--- src/rtl/mem_arbiter_if.sv ---
// Arbiter bus: two requester ports plus the
// synchronous-RAM side and completion counters.
interface mem_arbiter_if #(
  parameter int AW = 8,
  parameter int DW = 8
);
  logic          req0;
  logic          req1;
  logic          we0;
  logic          we1;
  logic [AW-1:0] addr0;
  logic [AW-1:0] addr1;
  logic [DW-1:0] wdata0;
  logic [DW-1:0] wdata1;
  logic          gnt0;
  logic          gnt1;
  logic          done0;
  logic          done1;
  logic [DW-1:0] rdata;
  logic          mem_en;
  logic          mem_we;
  logic [AW-1:0] mem_addr;
  logic [DW-1:0] mem_wdata;
  logic [DW-1:0] mem_rdata;
  logic [7:0]    cnt0;
  logic [7:0]    cnt1;

  modport master (
    output req0, req1, we0, we1,
    output addr0, addr1, wdata0, wdata1,
    output mem_rdata,
    input  gnt0, gnt1, done0, done1, rdata,
    input  mem_en, mem_we, mem_addr, mem_wdata,
    input  cnt0, cnt1
  );

  modport slave (
    input  req0, req1, we0, we1,
    input  addr0, addr1, wdata0, wdata1,
    input  mem_rdata,
    output gnt0, gnt1, done0, done1, rdata,
    output mem_en, mem_we, mem_addr, mem_wdata,
    output cnt0, cnt1
  );
endinterface

--- src/rtl/mem_arbiter.sv ---
// Two-requester round-robin arbiter in front of
// a synchronous RAM: grant, access, respond.
module mem_arbiter #(
  parameter int AW = 8,
  parameter int DW = 8
) (
  input logic         clk,
  input logic         rst_n,
  mem_arbiter_if.slave bus
);

  typedef enum logic [1:0] {
    IDLE,
    ACCESS,
    RESP
  } state_t;

  state_t        r_state;
  state_t        w_next;
  logic          r_last;
  logic          r_owner;
  logic          r_we;
  logic [AW-1:0] r_addr;
  logic [DW-1:0] r_wdata;
  logic [DW-1:0] r_rdata;
  logic [7:0]    r_cnt0;
  logic [7:0]    r_cnt1;
  logic          w_win;
  logic          w_gnt0;
  logic          w_gnt1;
  logic          w_done0;
  logic          w_done1;
  logic          w_en;
  logic          w_rd_resp;

  // Requester 1 wins when alone, or on a tie
  // when requester 0 was granted last.
  assign w_win = bus.req1 & (~bus.req0 | ~r_last);

  // Next state and per-state strobes.
  always_comb begin
    w_next  = r_state;
    w_gnt0  = 1'b0;
    w_gnt1  = 1'b0;
    w_done0 = 1'b0;
    w_done1 = 1'b0;
    w_en    = 1'b0;
    unique case (r_state)
      IDLE: begin
        if (bus.req0 | bus.req1) begin
          w_gnt0 = ~w_win;
          w_gnt1 = w_win;
          w_next = ACCESS;
        end
      end
      ACCESS: begin
        w_en   = 1'b1;
        w_next = RESP;
      end
      RESP: begin
        w_done0 = ~r_owner;
        w_done1 = r_owner;
        w_next  = IDLE;
      end
      default: w_next = IDLE;
    endcase
  end

  // State register.
  always_ff @(posedge clk) begin
    if (!rst_n) r_state <= IDLE;
    else        r_state <= w_next;
  end

  // Latch the winner's request, capture read
  // data and count completions.
  always_ff @(posedge clk) begin
    if (!rst_n) begin
      r_last  <= 1'b1;
      r_owner <= 1'b0;
      r_we    <= 1'b0;
      r_addr  <= '0;
      r_wdata <= '0;
      r_rdata <= '0;
      r_cnt0  <= '0;
      r_cnt1  <= '0;
    end else begin
      if (w_gnt0 | w_gnt1) begin
        r_owner <= w_win;
        r_last  <= w_win;
        r_we    <= w_win ? bus.we1 : bus.we0;
        r_addr  <= w_win ? bus.addr1 : bus.addr0;
        r_wdata <= w_win ? bus.wdata1 : bus.wdata0;
      end
      if (w_rd_resp) r_rdata <= bus.mem_rdata;
      if (w_done0 && r_cnt0 != 8'hFF)
        r_cnt0 <= r_cnt0 + 8'd1;
      if (w_done1 && r_cnt1 != 8'hFF)
        r_cnt1 <= r_cnt1 + 8'd1;
    end
  end

  // Reset also masks the combinational strobes
  // so an aborted access leaves no trace.
  assign w_rd_resp = (r_state == RESP) & ~r_we;

  assign bus.gnt0      = rst_n & w_gnt0;
  assign bus.gnt1      = rst_n & w_gnt1;
  assign bus.done0     = rst_n & w_done0;
  assign bus.done1     = rst_n & w_done1;
  assign bus.mem_en    = rst_n & w_en;
  assign bus.mem_we    = rst_n & w_en & r_we;
  assign bus.mem_addr  = r_addr;
  assign bus.mem_wdata = r_wdata;
  assign bus.rdata     = (rst_n & w_rd_resp) ?
                         bus.mem_rdata : r_rdata;
  assign bus.cnt0      = r_cnt0;
  assign bus.cnt1      = r_cnt1;

endmodule

--- src/flat_wrapper.sv ---
// flat-port wrapper written by rule: the top's interface ports become plain ports
module mem_arbiter_flat 
#(
  parameter int AW = 8,
  parameter int DW = 8
)
  (clk, rst_n, bus_req0, bus_req1, bus_we0, bus_we1, bus_addr0, bus_addr1, bus_wdata0, bus_wdata1, bus_mem_rdata, bus_gnt0, bus_gnt1, bus_done0, bus_done1, bus_rdata, bus_mem_en, bus_mem_we, bus_mem_addr, bus_mem_wdata, bus_cnt0, bus_cnt1);
  mem_arbiter_if #(.AW(AW), .DW(DW)) bus_i ();
  input logic clk;
  input logic rst_n;
  input wire logic [$bits(bus_i.req0)-1:0] bus_req0;
  input wire logic [$bits(bus_i.req1)-1:0] bus_req1;
  input wire logic [$bits(bus_i.we0)-1:0] bus_we0;
  input wire logic [$bits(bus_i.we1)-1:0] bus_we1;
  input wire logic [$bits(bus_i.addr0)-1:0] bus_addr0;
  input wire logic [$bits(bus_i.addr1)-1:0] bus_addr1;
  input wire logic [$bits(bus_i.wdata0)-1:0] bus_wdata0;
  input wire logic [$bits(bus_i.wdata1)-1:0] bus_wdata1;
  input wire logic [$bits(bus_i.mem_rdata)-1:0] bus_mem_rdata;
  output wire logic [$bits(bus_i.gnt0)-1:0] bus_gnt0;
  output wire logic [$bits(bus_i.gnt1)-1:0] bus_gnt1;
  output wire logic [$bits(bus_i.done0)-1:0] bus_done0;
  output wire logic [$bits(bus_i.done1)-1:0] bus_done1;
  output wire logic [$bits(bus_i.rdata)-1:0] bus_rdata;
  output wire logic [$bits(bus_i.mem_en)-1:0] bus_mem_en;
  output wire logic [$bits(bus_i.mem_we)-1:0] bus_mem_we;
  output wire logic [$bits(bus_i.mem_addr)-1:0] bus_mem_addr;
  output wire logic [$bits(bus_i.mem_wdata)-1:0] bus_mem_wdata;
  output wire logic [$bits(bus_i.cnt0)-1:0] bus_cnt0;
  output wire logic [$bits(bus_i.cnt1)-1:0] bus_cnt1;
  assign bus_i.req0 = bus_req0;
  assign bus_i.req1 = bus_req1;
  assign bus_i.we0 = bus_we0;
  assign bus_i.we1 = bus_we1;
  assign bus_i.addr0 = bus_addr0;
  assign bus_i.addr1 = bus_addr1;
  assign bus_i.wdata0 = bus_wdata0;
  assign bus_i.wdata1 = bus_wdata1;
  assign bus_i.mem_rdata = bus_mem_rdata;
  assign bus_gnt0 = bus_i.gnt0;
  assign bus_gnt1 = bus_i.gnt1;
  assign bus_done0 = bus_i.done0;
  assign bus_done1 = bus_i.done1;
  assign bus_rdata = bus_i.rdata;
  assign bus_mem_en = bus_i.mem_en;
  assign bus_mem_we = bus_i.mem_we;
  assign bus_mem_addr = bus_i.mem_addr;
  assign bus_mem_wdata = bus_i.mem_wdata;
  assign bus_cnt0 = bus_i.cnt0;
  assign bus_cnt1 = bus_i.cnt1;
  mem_arbiter #(.AW(AW), .DW(DW)) u_core (.clk(clk), .rst_n(rst_n), .bus(bus_i));
endmodule
--- config.mk ---
export PLATFORM = sky130hd
export DESIGN_NAME = mem_arbiter_flat
export DESIGN_NICKNAME = d
export VERILOG_FILES = /design/src/rtl/mem_arbiter_if.sv /design/src/rtl/mem_arbiter.sv /design/src/flat_wrapper.sv
export SDC_FILE = /design/constraint.sdc
export NUM_CORES = 1
export LEC_CHECK = 0
export ABC_AREA = 1
export CAP_MARGIN = 20
export CORE_MARGIN = 4
export CORE_UTILIZATION = 46
export DETAILED_ROUTE_END_ITERATION = 16
export MAX_ROUTING_LAYER = met4
export PLACE_DENSITY = 0.87
export SLEW_MARGIN = 10
export SYNTH_ARGS = -nofsm -noshare
export SYNTH_HDL_FRONTEND = slang
export SYNTH_SLANG_ARGS = --single-unit
--- constraint.sdc ---
create_clock -name clk -period 2.47 [get_ports clk]
set_input_delay 0.247 -clock clk [delete_from_list [all_inputs] [get_ports clk]]
set_output_delay 0.247 -clock clk [all_outputs]
set_load 0.05 [all_outputs]
==> metrics.yaml, run 1 <==
route:
  vias: 2389
  drtPass1Iterations: 4
  wl_per_cell_um: 12.38
  viasPerCell: 5.193
  totalWireLength_um: 5696
  drc: 0
  antenna_left: 0
  drtIter0Drc: 94
cells_and_area:
  final_common_cell: "nand2_1"
  finalInstanceArea_um2: 3342
  regArea_um2: 900.9
  antennaDiodeCount: 0
  final_layout_size_suffix_gt1_share_pct: 8.824
  nets: 456
  final_cells: 460
  multi_input_comb_area_um2: 1111
  post-route-util_pct: 74.19
  layout_common_cells: "nand2_1, clkdlybuf4s50_1, nor2_1, dfxtp_1, inv_1"
  area.growth.synth_to_final_pct: 51.59
  nFillCells: 351
worst_setup_path:
  arrival_ns: 1.95
  endpoint_kind: "output port"
  cp_slowest_stage_delay_ns: 0.51
  required_ns: 2.22
  r2r_slack_ns: 0.88
  cp_slowest_cell: "nor3_4"
  r2r-start: "u_core.bus.cnt1[0]$_SDFFE_PN0P_"
  crit_chain: "clkdlybuf4s50_1, inv_1, nor3_4, nand2_1, o21ai_0, buf_12"
  r2r_end: "u_core.bus.cnt1[7]$_SDFFE_PN0P_"
  start_kind: "input port"
  crit_family: "buffers and inverters"
  crit_type: "input port to output port"
  cp_num_buf_inv: 3
  cp_max_fo: 16
  rr_worst_depth: 8
pwr:
  p_int_mw: 1.195
  pwr-share-seq_pct: 45.6
  power_density_nw_per_um2: 522.7
  peakVddDrop_mv: 0.3667
  p_total_mw: 1.747
  p_clk_share_pct: 25.7
  p_sw_mw: 0.5518
  swShare_pct: 31.59
  combPwrFrac_pct: 28.7
  power_leakage_nw: 1.335
synthesis:
  synthCells: 321
  synth_top_area_share_pct: 40.86
  syn-cell-area_um2: 2205
  syn_nets: 369
  yosys_register_bits: 45
  synth_area_leaders: "dfxtp_1, nand2_1, nor2_1, o21ai_0, a21oi_1"
  syn-mean-instance-area_um2: 6.868
  yosysTopAreaCell: "dfxtp_1"
  yosys_warnings: 0
  synth_seq_area_share_pct: 40.86
  yosysUniqueCellTypes: 27
clocking:
  post-cts-setup-buffers: 0
  hold_buffers: 0
  cts.repair.resized: 0
  cts_max_level: 2
  numCtsBuffers: 5
  clock_sinks: 45
  clock_latency_ns: 0.29
  cts.clk_slew.worst_paths_ns: 0.07
  clockBufferDepth: 2
  cts_root_buffer: "clkbuf_8"
  cts_tree: "built"
die:
  io_pins: 92
  core_area_um2: 4504
  start_util_pct: 48.94
  dieArea_um2: 5964
  die_w_um: 77.23
  std_cell_rows: 24
  die_h_um: 77.23
worst_hold_path:
  hold_path.class: "flip-flop to flip-flop"
  min_to: "u_core.r_rdata[7]$_SDFFE_PN0P_"
  hold_start: "u_core.r_rdata[7]$_SDFFE_PN0P_"
  worstHoldPathCells: 2
global_routing:
  antenna_found_initial: 0
  grt_pass1_vias: 2141
  grt_pass1_wl_um: 9108
  grt_max_degree: 35
  overflow: 0
  grt_use_total_pct: 19.10
placement:
  port_buffers: 91
  gp_congestion: 0.8324
  dpl-instance-area_um2: 3256
  dp_slack_ns: 0.2674
  placedCellCount: 453
  dp_hpwl_um: 4287
sta:
  layout_setup_ws_ns: 0.2682
  setup_viol: 0
  slew_headroom_pct: 64.14
  period_needed_ns: 2.202
  rsz0062_at_grt: "false"
  tns_ns: 0
  final_max_slew_viol_count: 0
  hold_ws_ns: 0.4749
  fmax_mhz: 454.2
  skew_ns: 0.005338
  tightest_slew_ns: 0.5362
  min_period_over_period_pct: 89.14
  hold_violations: 0
outcome:
  status: "complete, no violations"
flow_run:
  drv_cap: 0
## cells by family after synthesis
kind of cell	count (synthesis)	synth area share (%)
AO/OA/AOI/OAI	60	14.81
adder cells (fa/ha/maj)	2	1.135
flip-flops	45	40.86
buffers and inverters	43	8.740
AND/OR/NAND/NOR	171	34.45
## flip-flops by register name, indices dropped and copies added (netlist names)
register / cells
u_core.r_last: 1
u_core.bus.cnt0: 8
u_core.r_rdata: 8
u_core.r_we: 1
u_core.bus.mem_addr: 8
u_core.r_state: 2
u_core.bus.mem_wdata: 8
u_core.bus.cnt1: 8
u_core.r_owner: 1
## layout make-up
type | instances | share of cell area, %
Clock buffer | 7 | 2.583
Tap cell | 52 | 1.947
Sequential cell | 45 | 26.96
Timing Repair Buffer | 93 | 31.90
Inverter | 30 | 3.370
Multi-Input combinational cell | 233 | 33.25
## worst max path at each step
stage	start	end	slack (ns)	depth (start not counted)
finish	rst_n	bus_rdata[5]	0.27	6
global route	rst_n	bus_rdata[3]	0.13	6
CTS	rst_n	bus_rdata[3]	0.26	6
detailed placement	rst_n	bus_rdata[3]	0.27	6
global placement	bus_req0	bus_gnt1	0.37	7
floorplan	u_core.r_state[0]$_SDFFE_PN0P_	bus_mem_we	0.12	3
## per-layer routing
metal	share of wire (%)	global-route usage, %	routed length (um)
met2	49	32.64	2765
met3	6.5	5.855	369
met5	0	-	0
met1	43	20.45	2438
met4	2.2	8.007	123
## power by group through the flow
stage | Clock, mW | Combinational, mW | Sequential, mW
2_1_floorplan | 0 | 0.183 | 0.922
4_1_cts | 0.465 | 0.504 | 0.796
6_report | 0.449 | 0.501 | 0.796
5_1_grt | 0.490 | 0.535 | 0.802
3_5_place_dp | 0 | 0.503 | 0.813
3_3_place_gp | 0 | 0.497 | 0.811
## worst register-to-register path, stage by stage, from the launching register on
cell	delay, ns
dfxtp_1	0.41
ha_1	0.22
nand2_1	0.08
nor2_1	0.15
nand2_1	0.24
nand2_1	0.21
nor2_1	0.06
nor2_1	0.08
nor2_1	0.05
## synthesized netlist by cell type
cell type / number
nor2_2: 2
inv_2: 3
o21ai_2: 1
o31ai_1: 8
nor3_4: 1
a31oi_1: 2
nor2_8: 1
o21ai_0: 26
a21oi_1: 23
clkbuf_1: 6
dfxtp_1: 45
nand2_2: 3
nor2_1: 47
nor2_4: 1
nand3b_1: 3
nand2_4: 1
and2_1: 1
buf_2: 1
inv_1: 27
nand4_1: 9
nor3_1: 6
nand3_1: 9
buf_6: 2
ha_1: 2
buf_4: 4
nand3_2: 1
nand2_1: 86
Note: power is estimated with default switching activity, not from simulation.
==> run 2: changes to the inputs <==
--- a/config.mk
+++ b/config.mk
@@ -7,11 +7,11 @@
 export LEC_CHECK = 0
 export ABC_AREA = 1
 export CAP_MARGIN = 20
-export CORE_MARGIN = 4
 export CORE_UTILIZATION = 46
 export DETAILED_ROUTE_END_ITERATION = 16
 export MAX_ROUTING_LAYER = met4
 export PLACE_DENSITY = 0.87
+export REMOVE_ABC_BUFFERS = 1
 export SLEW_MARGIN = 10
 export SYNTH_ARGS = -nofsm -noshare
 export SYNTH_HDL_FRONTEND = slang
==> metrics.yaml, run 2 (same netlist as run 1, synthesis figures left out) <==
clocking:
  hold_buffers: 0
  post-cts-setup-buffers: 0
  cts.clk_slew.worst_paths_ns: 0.08
  cts.repair.resized: 0
  clock_sinks: 45
  numCtsBuffers: 5
  cts_max_level: 2
  cts_root_buffer: "clkbuf_8"
  clock_latency_ns: 0.29
  clockBufferDepth: 2
  cts_tree: "built"
outcome:
  status: "complete, no violations"
die:
  io_pins: 92
  std_cell_rows: 24
  core_area_um2: 4474
  die_h_um: 71.23
  die_w_um: 71.23
  dieArea_um2: 5074
  start_util_pct: 49.27
global_routing:
  antenna_found_initial: 0
  overflow: 0
  grt_pass1_vias: 2306
  grt_pass1_wl_um: 9784
  grt_use_total_pct: 24.87
  grt_max_degree: 35
route:
  antenna_left: 0
  drtPass1Iterations: 4
  dr_wl_met2_um: 2812
  wl_met1_um: 2425
  drc: 0
  totalWireLength_um: 5820
  drtIter0Drc: 164
  wl_per_cell_um: 12.54
  dr_wl_met3_um: 483
  viasPerCell: 5.237
  vias: 2430
  highest_layer: "met4"
sta:
  period_needed_ns: 2.050
  fmax_mhz: 487.8
  skew_ns: 0.002881
  final_max_slew_viol_count: 0
  slew_headroom_pct: 64.94
  tightest_slew_ns: 0.5243
  rsz0062_at_grt: "false"
  layout_setup_ws_ns: 0.4198
  setup_viol: 0
  tns_ns: 0
  hold_violations: 0
  min_period_over_period_pct: 83.01
worst_setup_path:
  critPathLaunch: "rst_n"
  cp_slowest_cell: "clkdlybuf4s50_1"
  arrival_ns: 1.80
  crit_cells: 6
  r2r_end: "u_core.bus.cnt1[3]$_SDFFE_PN0P_"
  r2r_slack_ns: 0.85
  endpoint_kind: "output port"
  required_ns: 2.22
  cp_slowest_stage_delay_ns: 0.49
  cp_num_buf_inv: 3
  critPathCapture: "bus_rdata[0]"
  r2r-start: "u_core.bus.cnt1[0]$_SDFFE_PN0P_"
  crit_family: "buffers and inverters"
  start_kind: "input port"
  cp_max_fo: 16
  crit_chain: "clkdlybuf4s50_1, inv_1, nor3_4, nand2_1, o21ai_0, buf_12"
  rr_worst_depth: 7
  crit_type: "input port to output port"
cells_and_area:
  layout_common_cells: "nand2_1, clkdlybuf4s50_1, nor2_1, dfxtp_1, inv_1"
  final_cells: 464
  final_layout_size_suffix_gt1_share_pct: 9.223
  area.growth.synth_to_final_pct: 52.33
  final_common_cell: "nand2_1"
  nets: 459
  finalInstanceArea_um2: 3358
  antennaDiodeCount: 0
placement:
  placedCellCount: 456
  port_buffers: 91
  dp_slack_ns: 0.4143
  dpl-instance-area_um2: 3278
  gp_congestion: 0.8003
  dp_hpwl_um: 4315
pwr:
  peakVddDrop_mv: 0.4595
  power_leakage_nw: 1.345
  power_density_nw_per_um2: 518.3
worst_hold_path:
  hold_path.class: "flip-flop to flip-flop"
flow_run:
  drv_cap: 0
run 2: cell types whose count changed in the layout (fill, tap and decap cells not counted):
cell,before,now
buf_4,2,5
clkbuf_1,1,3
clkbuf_8,6,5
run 2: metrics by stage:
stage	utilization (%)	total power, mW	hold WS [ns]
2_1_floorplan	-	1.088	0.3316
3_3_place_gp	73.27	1.311	0.4445
3_5_place_dp	73.27	1.321	0.4582
4_1_cts	75.06	1.750	0.4729
5_1_grt	75.06	1.821	0.4999
6_report	75.06	1.741	0.4738
run 2: metal layers:
layer,track usage (%),up-vias
met5,-,-
met1,29.03,1105
met3,9.845,10
met4,7.778,0
met2,39.37,91
li1,-,1224
run 2: power by group:
group	switching, mW	total, mW	internal [mW]
combinational	0.301	0.509	0.208
clock	0.234	0.435	0.201
sequential	0.0270	0.796	0.770
total	0.562	1.74	1.18
run 2: area by class of cell:
| cell class | instances | area (um^2) |
|---|---|---|
| timing repair buffer | 96 | 1089 |
| multi-input combinational | 233 | 1111 |
| inverter | 30 | 112.6 |
| fill | 339 | 1116 |
| sequential | 45 | 900.9 |
| tap | 52 | 65.06 |
| clock buffer | 8 | 80.08 |
run 2: how the worst min path moves through the flow:
stage | from | endpoint | slack [ns] | depth (start not counted)
floorplan | rst_n | u_core.r_last$_SDFFE_PN1P_ | 0.33 | 1
global placement | u_core.r_last$_SDFFE_PN1P_ | u_core.r_last$_SDFFE_PN1P_ | 0.44 | 2
detailed placement | u_core.r_rdata[3]$_SDFFE_PN0P_ | u_core.r_rdata[3]$_SDFFE_PN0P_ | 0.46 | 2
CTS | u_core.r_rdata[3]$_SDFFE_PN0P_ | u_core.r_rdata[3]$_SDFFE_PN0P_ | 0.47 | 2
global route | u_core.r_rdata[2]$_SDFFE_PN0P_ | u_core.r_rdata[2]$_SDFFE_PN0P_ | 0.50 | 2
finish | u_core.r_rdata[3]$_SDFFE_PN0P_ | u_core.r_rdata[3]$_SDFFE_PN0P_ | 0.47 | 2
run 2: tightest hold or removal path: stages (launching register included):
cell,delay (ns)
dfxtp_1,0.30
inv_1,0.05
o31ai_1,0.07
==> run 3: changes to the inputs <==
--- a/config.mk
+++ b/config.mk
@@ -7,10 +7,10 @@
 export LEC_CHECK = 0
 export ABC_AREA = 1
 export CAP_MARGIN = 20
-export CORE_UTILIZATION = 46
+export CORE_UTILIZATION = 43
 export DETAILED_ROUTE_END_ITERATION = 16
 export MAX_ROUTING_LAYER = met4
-export PLACE_DENSITY = 0.87
+export PLACE_DENSITY = 0.83
 export REMOVE_ABC_BUFFERS = 1
 export SLEW_MARGIN = 10
 export SYNTH_ARGS = -nofsm -noshare
==> constraint.sdc (replaced) <==
create_clock -name clk -period 2.04 [get_ports clk]
set_input_delay 0.204 -clock clk [delete_from_list [all_inputs] [get_ports clk]]
set_output_delay 0.204 -clock clk [all_outputs]
set_load 0.05 [all_outputs]
==> metrics.yaml, run 3 (same netlist as run 1, synthesis figures left out) <==
route:
  drc: 0
  totalWireLength_um: 6062
  vias: 2403
  drtIter0Drc: 170
  antenna_left: 0
  wl_per_cell_um: 12.63
  drtPass1Iterations: 4
  viasPerCell: 5.006
worst_setup_path:
  cp_slowest_stage_delay_ns: 0.44
  cpMostUsedCell: "buf_12"
  cp_max_fo: 15
  endpoint_kind: "output port"
  start_kind: "flip-flop"
  r2r_slack_ns: 0.39
  cp_slowest_cell: "dfxtp_1"
  arrival_ns: 1.75
  crit_chain: "nand2_4, nor3_4, buf_12, nand2_1, o21ai_0, buf_12"
  crit_type: "flip-flop to output port"
  required_ns: 1.84
clocking:
  numCtsBuffers: 5
  clock_sinks: 45
  cts_root_buffer: "clkbuf_8"
  cts_tree: "built"
  cts.clk_slew.worst_paths_ns: 0.08
  hold_buffers: 0
  clockBufferDepth: 2
  clock_latency_ns: 0.30
  cts_max_level: 2
die:
  core_area_um2: 4817
  std_cell_rows: 25
  die_w_um: 73.61
  die_h_um: 73.61
  dieArea_um2: 5418
  start_util_pct: 45.77
  io_pins: 92
cells_and_area:
  area.growth.synth_to_final_pct: 55.05
  nets: 460
  layout_common_cells: "nand2_1, clkdlybuf4s50_1, nor2_1, dfxtp_1, inv_1"
  final_common_cell: "nand2_1"
  nFillCells: 401
  antennaDiodeCount: 0
  final_layout_size_suffix_gt1_share_pct: 10.17
  final_cells: 480
placement:
  dp_hpwl_um: 4222
  port_buffers: 91
  placedCellCount: 471
  gp_congestion: 0.8376
sta:
  tightest_slew_ns: 0.5396
  skew_ns: 0.007545
  hold_violations: 0
  rsz0062_at_grt: "false"
  tns_ns: 0
  min_period_over_period_pct: 95.90
  slew_headroom_pct: 63.92
  period_needed_ns: 1.956
  setup_viol: 0
  final_max_slew_viol_count: 0
  fmax_mhz: 511.2
outcome:
  status: "complete, no violations"
global_routing:
  grt_max_degree: 35
  grt_pass1_vias: 2222
  overflow: 0
  grt_pass1_wl_um: 9687
  antenna_found_initial: 0
  grt_use_total_pct: 23.82
pwr:
  peakVddDrop_mv: 0.5516
  power_leakage_nw: 1.369
  power_density_nw_per_um2: 639.6
flow_run:
  drv_cap: 0
worst_hold_path:
  hold_path.class: "flip-flop to flip-flop"
[run 3: cell count changes in the layout (fill, tap and decap cells not counted)]
| cell | before | now |
|---|---|---|
| clkbuf_8 | 5 | 7 |
| buf_12 | 14 | 15 |
| clkinv_2 | 0 | 1 |
| clkbuf_1 | 3 | 0 |
[run 3: through the flow]
stage | setup WS, ns | total power [mW] | hold WS (ns) | utilization, % | area [um^2]
5_1_grt | 0.01599 | 2.282 | 0.4973 | 70.96 | 3418
3_3_place_gp | 0.1756 | 1.590 | 0.4517 | 68.44 | 3297
2_1_floorplan | -0.3168 | 1.317 | 0.2886 | - | 2125
4_1_cts | 0.01541 | 2.192 | 0.4736 | 70.55 | 3398
6_report | 0.08368 | 2.186 | 0.4750 | 70.96 | 3418
3_5_place_dp | 0.1177 | 1.598 | 0.4591 | 68.44 | 3297
[run 3: worst max-delay path, delay by kind of cell, from the launching register on]
family / cells / cell delay (ns)
AOI/OAI and AO/OA: 1 / 0.17
DFF: 1 / 0.44
and+or+nand+nor: 3 / 0.48
buffers and inverters: 2 / 0.35
[run 3: repair_timing]
action | 4_1_cts | 5_1_grt
gates resized for setup | 0 | 0
setup endpoints to repair | 0 | 8
hold endpoints to repair | 0 | 0
buffers inserted | 0 | 1
[run 3: power breakdown]
part           switching, mW  internal [mW]  total, mW
Sequential            0.0352          0.932      0.967
Combinational          0.364          0.254      0.618
Clock                  0.295          0.306      0.601
Total                  0.694           1.49       2.19
[run 3: worst paths after layout]
path,cells past startpoint,start,endpoint
worst max-delay path,6,u_core.r_state[1]$_SDFFE_PN0P_,bus_rdata[7]
worst min-delay path,2,u_core.r_rdata[1]$_SDFFE_PN0P_,u_core.r_rdata[1]$_SDFFE_PN0P_
worst max register to register,8,u_core.bus.cnt1[0]$_SDFFE_PN0P_,u_core.bus.cnt1[7]$_SDFFE_PN0P_
worst min register to register,2,u_core.r_rdata[1]$_SDFFE_PN0P_,u_core.r_rdata[1]$_SDFFE_PN0P_
[run 3: cell type report]
type	instances	area (um^2)	area share (%)
sequential	45	900.9	26.35
multi-input combinational	233	1111	32.50
tap	67	83.83	2.452
clock inverter	1	5.005	0.1464
inverter	30	112.6	3.294
timing repair buffer	97	1109	32.43
clock buffer	7	96.34	2.818
[run 3: per-layer routing]
metal	part of all wire, %	GRT usage [%]	vias up
li1	-	-	1221
met1	40	26.36	1080
met2	51	39.25	88
met3	7.5	9.328	14
met4	2.1	7.692	0
met5	0	-	-
